--- src/rtl/bus_trace_if.sv ---
// Snooped-bus and trace-output bundle for bus_trace.
interface bus_trace_if;
  logic        enable;
  logic        baud_tick;
  logic [15:0] address;
  logic [7:0]  outdata;
  logic        store;
  logic        tx;
  logic        busy;
  logic        overflow;
  logic [6:0]  count;

  modport master (
    output enable, baud_tick, address, outdata, store,
    input  tx, busy, overflow, count
  );

  modport slave (
    input  enable, baud_tick, address, outdata, store,
    output tx, busy, overflow, count
  );
endinterface

--- src/rtl/bus_trace.sv ---
// Bus store tracer: captures in-window stores into a FIFO and streams each
// record as three 8N1 UART bytes (addr hi, addr lo, data).
module bus_trace #(
  parameter int unsigned FIFO_DEPTH = 16,
  parameter logic [15:0] ADDR_LO    = 16'hff00,
  parameter logic [15:0] ADDR_HI    = 16'hffff
) (
  input  logic        clock,
  input  logic        reset,
  bus_trace_if.slave  bus
);
  localparam int unsigned PW = (FIFO_DEPTH > 1) ? $clog2(FIFO_DEPTH) : 1;

  typedef enum logic [1:0] {IDLE, START, DATA, STOP} state_t;

  state_t        state, state_nxt;
  logic          store_q, store_in_rst;
  logic          store_evt, addr_hit;
  logic          pend_valid;
  logic [23:0]   pend_rec;
  logic [23:0]   mem [FIFO_DEPTH];
  logic [PW-1:0] wr_ptr, rd_ptr;
  logic [6:0]    count;
  logic          overflow;
  logic          full, push, pop, push_ok;
  logic [1:0]    byte_idx, byte_idx_nxt;
  logic [2:0]    bit_idx, bit_idx_nxt;
  logic [23:0]   rec;
  logic [7:0]    cur_byte;
  logic          serial_bit, active;

  // The edge register is cleared in reset; store_in_rst remembers a store
  // level already present during reset so it is not seen as a fresh edge.
  assign store_evt = bus.store & ~store_q & ~store_in_rst;
  assign addr_hit  = ({1'b0, bus.address} >= {1'b0, ADDR_LO}) &&
                     ({1'b0, bus.address} <= {1'b0, ADDR_HI});

  assign full    = (count == 7'(FIFO_DEPTH));
  assign pop     = (state == IDLE) && bus.baud_tick && (count != '0);
  assign push    = pend_valid;
  assign push_ok = push && (!full || pop);

  // Store edge detection and one-cycle capture stage
  always_ff @(posedge clock) begin
    if (reset) begin
      store_q      <= 1'b0;
      store_in_rst <= bus.store;
      pend_valid   <= 1'b0;
      pend_rec     <= '0;
    end else begin
      store_q      <= bus.store;
      store_in_rst <= 1'b0;
      pend_valid   <= store_evt & bus.enable & addr_hit;
      if (store_evt) pend_rec <= {bus.address, bus.outdata};
    end
  end

  // FIFO storage write
  always_ff @(posedge clock) begin
    if (!reset && push_ok) mem[wr_ptr] <= pend_rec;
  end

  // FIFO pointers, occupancy and sticky overflow
  always_ff @(posedge clock) begin
    if (reset) begin
      wr_ptr   <= '0;
      rd_ptr   <= '0;
      count    <= '0;
      overflow <= 1'b0;
    end else begin
      if (push_ok) wr_ptr <= wr_ptr + PW'(1);
      if (pop) rd_ptr <= rd_ptr + PW'(1);
      if (push && full && !pop) overflow <= 1'b1;
      case ({push_ok, pop})
        2'b10:   count <= count + 7'd1;
        2'b01:   count <= count - 7'd1;
        default: count <= count;
      endcase
    end
  end

  // Transmitter state register and popped record
  always_ff @(posedge clock) begin
    if (reset) begin
      state    <= IDLE;
      byte_idx <= '0;
      bit_idx  <= '0;
      rec      <= '0;
    end else begin
      state    <= state_nxt;
      byte_idx <= byte_idx_nxt;
      bit_idx  <= bit_idx_nxt;
      if (pop) rec <= mem[rd_ptr];
    end
  end

  // Transmitter next state: advances only on baud_tick
  always_comb begin
    state_nxt    = state;
    byte_idx_nxt = byte_idx;
    bit_idx_nxt  = bit_idx;
    if (bus.baud_tick) begin
      case (state)
        IDLE: begin
          if (count != '0) begin
            state_nxt    = START;
            byte_idx_nxt = '0;
            bit_idx_nxt  = '0;
          end
        end
        START: begin
          state_nxt   = DATA;
          bit_idx_nxt = '0;
        end
        DATA: begin
          if (bit_idx == 3'd7) state_nxt = STOP;
          else bit_idx_nxt = bit_idx + 3'd1;
        end
        STOP: begin
          if (byte_idx < 2'd2) begin
            state_nxt    = START;
            byte_idx_nxt = byte_idx + 2'd1;
          end else begin
            state_nxt = IDLE;
          end
        end
        default: state_nxt = IDLE;
      endcase
    end
  end

  // Transmitter outputs: serial line and busy
  always_comb begin
    case (byte_idx)
      2'd0:    cur_byte = rec[23:16];
      2'd1:    cur_byte = rec[15:8];
      default: cur_byte = rec[7:0];
    endcase
    serial_bit = 1'b1;
    case (state)
      START:   serial_bit = 1'b0;
      DATA:    serial_bit = cur_byte[bit_idx];
      default: serial_bit = 1'b1;
    endcase
    active = (count != '0) || (state != IDLE);
    if (reset) begin
      serial_bit = 1'b1;
      active     = 1'b0;
    end
  end

  assign bus.tx       = serial_bit;
  assign bus.busy     = active;
  assign bus.overflow = overflow;
  assign bus.count    = count;
endmodule

--- src/flat_wrapper.sv ---
// flat-port wrapper written by rule: the top's interface ports become plain ports
module bus_trace_flat 
#(
  parameter int unsigned FIFO_DEPTH = 16,
  parameter logic [15:0] ADDR_LO    = 16'hff00,
  parameter logic [15:0] ADDR_HI    = 16'hffff
)
  (clock, reset, bus_enable, bus_baud_tick, bus_address, bus_outdata, bus_store, bus_tx, bus_busy, bus_overflow, bus_count);
  bus_trace_if bus_i ();
  input  logic clock;
  input  logic reset;
  input wire logic [$bits(bus_i.enable)-1:0] bus_enable;
  input wire logic [$bits(bus_i.baud_tick)-1:0] bus_baud_tick;
  input wire logic [$bits(bus_i.address)-1:0] bus_address;
  input wire logic [$bits(bus_i.outdata)-1:0] bus_outdata;
  input wire logic [$bits(bus_i.store)-1:0] bus_store;
  output wire logic [$bits(bus_i.tx)-1:0] bus_tx;
  output wire logic [$bits(bus_i.busy)-1:0] bus_busy;
  output wire logic [$bits(bus_i.overflow)-1:0] bus_overflow;
  output wire logic [$bits(bus_i.count)-1:0] bus_count;
  assign bus_i.enable = bus_enable;
  assign bus_i.baud_tick = bus_baud_tick;
  assign bus_i.address = bus_address;
  assign bus_i.outdata = bus_outdata;
  assign bus_i.store = bus_store;
  assign bus_tx = bus_i.tx;
  assign bus_busy = bus_i.busy;
  assign bus_overflow = bus_i.overflow;
  assign bus_count = bus_i.count;
  bus_trace #(.FIFO_DEPTH(FIFO_DEPTH), .ADDR_LO(ADDR_LO), .ADDR_HI(ADDR_HI)) u_core (.clock(clock), .reset(reset), .bus(bus_i));
endmodule
--- config.mk ---
export PLATFORM = sky130hd
export DESIGN_NAME = bus_trace_flat
export DESIGN_NICKNAME = d
export VERILOG_FILES = /design/src/rtl/bus_trace_if.sv /design/src/rtl/bus_trace.sv /design/src/flat_wrapper.sv
export SDC_FILE = /design/constraint.sdc
export NUM_CORES = 1
export LEC_CHECK = 0
export CORE_ASPECT_RATIO = 0.7
export CORE_MARGIN = 2
export CORE_UTILIZATION = 50
export DETAILED_ROUTE_END_ITERATION = 16
export DONT_BUFFER_PORTS = 1
export SYNTH_ARGS = -nofsm -noshare
export SYNTH_HDL_FRONTEND = slang
export SYNTH_SLANG_ARGS = --single-unit
--- constraint.sdc ---
create_clock -name clock -period 3.1 [get_ports clock]
set_clock_uncertainty 0.05 [all_clocks]
set_input_delay 0.62 -clock clock [delete_from_list [all_inputs] [get_ports clock]]
set_output_delay 0.62 -clock clock [all_outputs]
set_load 0.01 [all_outputs]
Word level (Yosys, flattened, before mapping) --
Memories as Yosys holds them, arrays and structs flattened. A register that Yosys moved wholly into a read port is not among the register bits. Cells that the tools add are included.
Word-level totals: register bits 50, bits in writable memories 384, input port bits 29, output and inout port bits 10, logic and storage cells 79, memories 1
Operators by class: $add $sub $neg 6, magnitude comparators 3, equal/unequal tests 12, muxes and demuxes 19, bitwise logic cells 6, reductions and logical operators 21
Memory list:
- u_core.mem | words 16, bits a word 24, rd ports 1, clocked after Yosys merged registers in 1, wr ports 1, line bus_trace.sv:21 | logic [23:0] mem [FIFO_DEPTH];
Operator list (count):
- 16-bit >= comparator (second input constant) | 1
- 8-bit one-hot mux with 2 select lines | 1
- 7-bit one-hot mux with 2 select lines | 1
- 3-bit one-hot mux with 3 select lines | 1
- 4-bit by 1-bit adder with 4-bit output (second input constant) | 2
- 2-bit two-way mux | 4
- 2-bit one-hot mux with 4 select lines | 1
- 4-bit AND reduction | 2
- 7-bit by 1-bit adder with 7-bit output (second input constant) | 1
- 7-bit by 5-bit == test with 1-bit output (second input constant) | 1
- 7-bit nonzero test | 1
- 7-bit by 1-bit subtractor with 7-bit output (second input constant) | 1
- 2-bit by 1-bit == test with 1-bit output (second input constant) | 3
- 2-bit == test (second input constant) | 3
- 1-bit logical AND | 6
- 1-bit two-way mux | 6
- 3-bit two-way mux | 2
- 2-bit nonzero test | 3
- 1-bit AND | 4
- 2-bit logical NOT | 2
- 3-bit by 4-bit < comparator with 1-bit output (second input constant) | 1
- 2-bit by 1-bit != test with 1-bit output (second input constant) | 2
- 2-bit != test (second input constant) | 2
- 2-bit one-hot mux with 2 select lines | 1
- 11 further kinds | 15

Logic depth before layout (Yosys ltp) --
depth after elaboration 8, depth in mapped cells 11

Worst setup path before layout --
No wires, ideal clock.
path kind register to register, start reg u_core.state[0], end mem u_core.mem[3][0], enable pin, library setup time 405 ps, arrival time 2421 ps, path slack 224 ps, cell stages (with the launch flop) 7, buffers on the path 0, clock period less this slack 2876 ps, path through dfxtp_1 > inv_1 > ha_1 > nand2_1 > a41oi_2 > nand2_1 > nor2_1
On the way: word-level cells in the longest chain between the ends 8
Ends and longest elaborated chain:
- from (decl) | line bus_trace.sv:16 | state_t state, state_nxt;
- from (signal assigned) | line bus_trace.sv:90 | state <= state_nxt;
- 2-bit logical NOT | line bus_trace.sv:39 | assign pop = (state == IDLE) && bus.baud_tick && (count != '0);
- 1-bit logical AND (2 in series) | line bus_trace.sv:39
- 1-bit logical OR | line bus_trace.sv:41 | assign push_ok = push && (!full || pop);
- 1-bit logical AND | line bus_trace.sv:41
- 1-bit logical AND | line bus_trace.sv:60 | if (!reset && push_ok) mem[wr_ptr] <= pend_rec;
- 1-bit two-way mux | line bus_trace.sv:60
- 1-bit two-way mux (implied by the code) | line bus_trace.sv:60
- to (decl) | line bus_trace.sv:21
No other way between the ends.

Worst setup path in the final report --
start reg u_core.byte_idx[1], end out bus_tx
On the way: word-level cells in the longest chain between the ends 6
Ends and longest elaborated chain:
- from (decl) | line bus_trace.sv:26 | logic [1:0] byte_idx, byte_idx_nxt;
- from (signal assigned) | line bus_trace.sv:91 | byte_idx <= byte_idx_nxt;
- 2-bit by 1-bit == test with 1-bit output / 2-bit logical NOT (equally long branches) | line bus_trace.sv:134 | case (byte_idx)
- 8-bit one-hot mux with 2 select lines * | line bus_trace.sv:134
- 1-bit binary-select mux with 3-bit select * | line bus_trace.sv:142 | DATA: serial_bit = cur_byte[bit_idx];
- 1-bit two-way mux (implied by the code) * | line bus_trace.sv:142
- 1-bit one-hot mux with 2 select lines * | line bus_trace.sv:140 | case (state)
- 1-bit two-way mux * | line bus_trace.sv:146 | if (reset) begin
- to (decl) | line flat_wrapper.sv:17 | output wire logic [$bits(bus_i.tx)-1:0] bus_tx;
Every way passes the cells marked *; elsewhere a longest branch is shown, timed or not. The select of a mux whose other input is x is not followed.

==> results.sh <==
export IMPL_status="finished clean"
export IMPL_antenna_found_initial=1
export IMPL_area_growth_syn_to_layout_pct=13.7
export IMPL_htreeDepth=2
export IMPL_yosysWarnings=0
export IMPL_critPathRequiredTime_ns=2.43
export IMPL_synth_top_area_share_pct=65.1
export IMPL_final_net_count=1069
export IMPL_cts_made_buffers=43
export IMPL_die_w_um=229
export IMPL_synth_enable_flop_cells=384
export IMPL_r2r_cells=11
export IMPL_place_congestion=0.877
export IMPL_synthArstFlopShare_pct=0
export IMPL_synthTopCellsByArea="edfxtp_1 65%, mux4_2 12%, dfxtp_1 8.4%"
export IMPL_avgRoutedWirePerCell_um=25.6
export IMPL_cts_root_buf="clkbuf_16"
export IMPL_fmax_mhz=331
export IMPL_mappedNetlistArea_um2=17700
export IMPL_clock_path_buffers=3
export IMPL_end_kind="primary output"
export IMPL_min_path_cells=1
export IMPL_grt_overflow=0
export IMPL_ys_ff_latch=458
export IMPL_top_usage_layer="met1"
export IMPL_cts_tree="done"
export IMPL_io_pins=39
export IMPL_r2r_end="u_core.bus.count[6]"
export IMPL_dp_slack_ns=0.470
export IMPL_timing_final_ws_setup_ns=0.0780
export IMPL_reg2reg_slack_ns=0.46
export IMPL_clkTransAtPathRegs_ns=0.06
export IMPL_r2r_start="u_core.state[0]"
export IMPL_slew_limit_headroom_pct=34.1
export IMPL_power_leakage_nw=6.19
export IMPL_layout_drive_gt1_share_pct=23.4
export IMPL_drc=0
export IMPL_critPathKind="flip-flop to primary output"
export IMPL_synth_fp_nets=1029
export IMPL_maxCapViolCount=0
export IMPL_cts_setup_buffers=0
export IMPL_floorplan_initialDensity_pct=50.9
export IMPL_rsz0062_at_grt="no"
export IMPL_die_h_um=161
export IMPL_synthFlopType="edfxtp_1"
export IMPL_avgSynthCellArea_um2=18.0
export IMPL_use_met1_pct=34.4
export IMPL_routed_wl_um=39100
export IMPL_intPower_w=0.0110
export IMPL_clk_latency_ns=0.55
export IMPL_finalSetupViolations=0
export IMPL_viasPerCell=5.92
export IMPL_p_clk_share_pct=35.5
export IMPL_finalHoldViolCount=0
export IMPL_antenna_left=0
export IMPL_peakVddDrop_uv=493
export IMPL_coreArea_um2=34800
export IMPL_synth_area_leader_cell="edfxtp_1"
export IMPL_powerDensity_nw_per_um2=730
export IMPL_grt_pass1_wl_um=59100
export IMPL_worstHoldStart="reset"
export IMPL_dp_hpwl_um=24400
export IMPL_via_count=9057
export IMPL_synth_distinct_cells=53
export IMPL_diodes=0
export IMPL_synth_seq_area_share_pct=73.5
export IMPL_syn_inst=985
export IMPL_worstPathArrival_ns=2.35
export IMPL_setup_worst_path_start_class="flip-flop"
export IMPL_fin_setup_tns_ns=0
export IMPL_p_sw_w=0.00371
export IMPL_min_to="u_core.pend_rec[0]"
export IMPL_min_period_over_period_pct=97.5
export IMPL_rows=57
export IMPL_grt_start_max_net_pins=63
export IMPL_path_max_fanout=9
export IMPL_holdCritPathClass="input port to flip-flop"
export IMPL_use_met2_pct=32.1
export IMPL_drt_initial_drc_count=793
export IMPL_grt_pass1_vias=9009
export IMPL_pwr_share_seq_pct=48.4
export IMPL_clock_sinks=458
export IMPL_switching_share_pct=25.2
export IMPL_post_route_min_period_ns=3.02
export IMPL_io_buffers=0
export IMPL_track_usage_pct=21.8
export IMPL_worstMarginPinSlew_ns=0.988
export IMPL_pwr_share_comb_pct=16.1
export IMPL_met3_usage_pct=3.69
export IMPL_first_pass_iters=7
export IMPL_dieArea_um2=36900
export IMPL_report_final_slew_viol_count=0
cell families after synthesis:
kind of cell	Yosys count	synth area share (%)
DFF	458	73.5
AOI/OAI and AO/OA	145	5.97
muxes	101	12.5
buffers and inverters	64	1.60
adders and majority gates	15	1.06
and+or+nand+nor	193	4.90
xor gates and xnor gates	9	0.445
power groups by stage:
stage	Combinational, W	Sequential (W)	Clock, W
final	0.00236	0.00711	0.00522
after CTS	0.00239	0.00711	0.00531
after global placement	0.00236	0.00723	0
after floorplan	0.00185	0.00710	0
after detailed placement	0.00238	0.00724	0
after global routing	0.00258	0.00713	0.00555
cells in the final DEF, fill, tap and decap left out, types with 16 or more instances in the layout:
cell,netlist,routed
nand2_1,99,99
nor2_1,45,27
a22oi_1,51,51
dfxtp_1,74,71
nor2_4,0,16
mux4_2,96,96
edfxtp_1,384,384
a21oi_1,37,37
buf_4,0,38
clkbuf_16,0,45
a22o_1,25,25
sequential cells by signal, indices dropped and copies added, names as in the netlist:
| signal | count |
|---|---|
| u_core.bit_idx | 3 |
| u_core.bus.count | 7 |
| u_core.bus.overflow | 1 |
| u_core.byte_idx | 2 |
| u_core.mem | 384 |
| u_core.pend_rec | 24 |
| u_core.pend_valid | 1 |
| u_core.rd_ptr | 4 |
| u_core.rec | 24 |
| u_core.state | 2 |
| u_core.store_in_rst | 1 |
| u_core.store_q | 1 |
| u_core.wr_ptr | 4 |
worst max path at each step:
| stage | from | end | slack (ns) | depth (start not counted) |
|---|---|---|---|---|
| after floorplan | u_core.state[0] | u_core.mem[3][0] | 0.22 | 6 |
| after global placement | u_core.byte_idx[1] | bus_tx | 0.50 | 7 |
| after detailed placement | u_core.state[0] | u_core.bus.count[6] | 0.47 | 11 |
| after CTS | u_core.byte_idx[1] | bus_tx | 0.03 | 7 |
| after global routing | u_core.byte_idx[1] | bus_tx | 0.009 | 7 |
| final | u_core.byte_idx[1] | bus_tx | 0.08 | 7 |
synthesized netlist by cell type, types with 8 or more instances:
library cell and number:
a21oi_1 37, ha_1 15, clkbuf_1 34, nor2_1 45, edfxtp_1 384, buf_2 17, dfxtp_1 74, a22oi_1 51
inv_1 10, a22o_1 25, mux4_2 96, nand2_1 99, nor2b_1 8
routing by layer:
layer	share of wire (%)	wire length, µm	vias to the layer above
li1	-	-	4025
met1	48	18800	4683
met2	44	17400	292
met3	6.0	2370	57
met4	1.5	582	0
met5	0	0	-
worst max-delay path: stages, from the launching register on:
cell and delay (ns):
dfxtp_1 0.36, inv_2 0.09, ha_4 0.19, a22o_1 0.23, a211oi_1 0.17, a31oi_1 0.07, and3_1 0.19, or4_4 0.51
timing repair:
item | in CTS | in global routing
resized for setup | 6 | 1
hold buffers | 0 | 0
setup endpoints to repair | 1 | 1
pin swaps | 0 | 0
endpoints found under the hold margin | 0 | 0
layout make-up:
class	instances	area [µm²]
clock inverter	16	131
tap	472	591
clock buffer	63	1260
sequential	458	13000
timing repair buffer	49	505
multi-input combinational	463	4570
inverter	10	37.5
fill	2659	14700
metrics by stage:
step | std cells | utilization [%] | total power, W | instance area (µm²) | hold WS [ns]
after global routing | 1531 | 57.8 | 0.0153 | 20100 | 0.0692
after CTS | 1531 | 57.8 | 0.0148 | 20100 | 0.0650
after detailed placement | 1452 | 53.7 | 0.00961 | 18700 | 0.423
after floorplan | 985 | - | 0.00895 | 17700 | 0.394
after global placement | 1452 | 53.7 | 0.00959 | 18700 | 0.420
final | 1531 | 57.8 | 0.0147 | 20100 | 0.0922
Note: power is estimated with default switching activity, not from simulation.
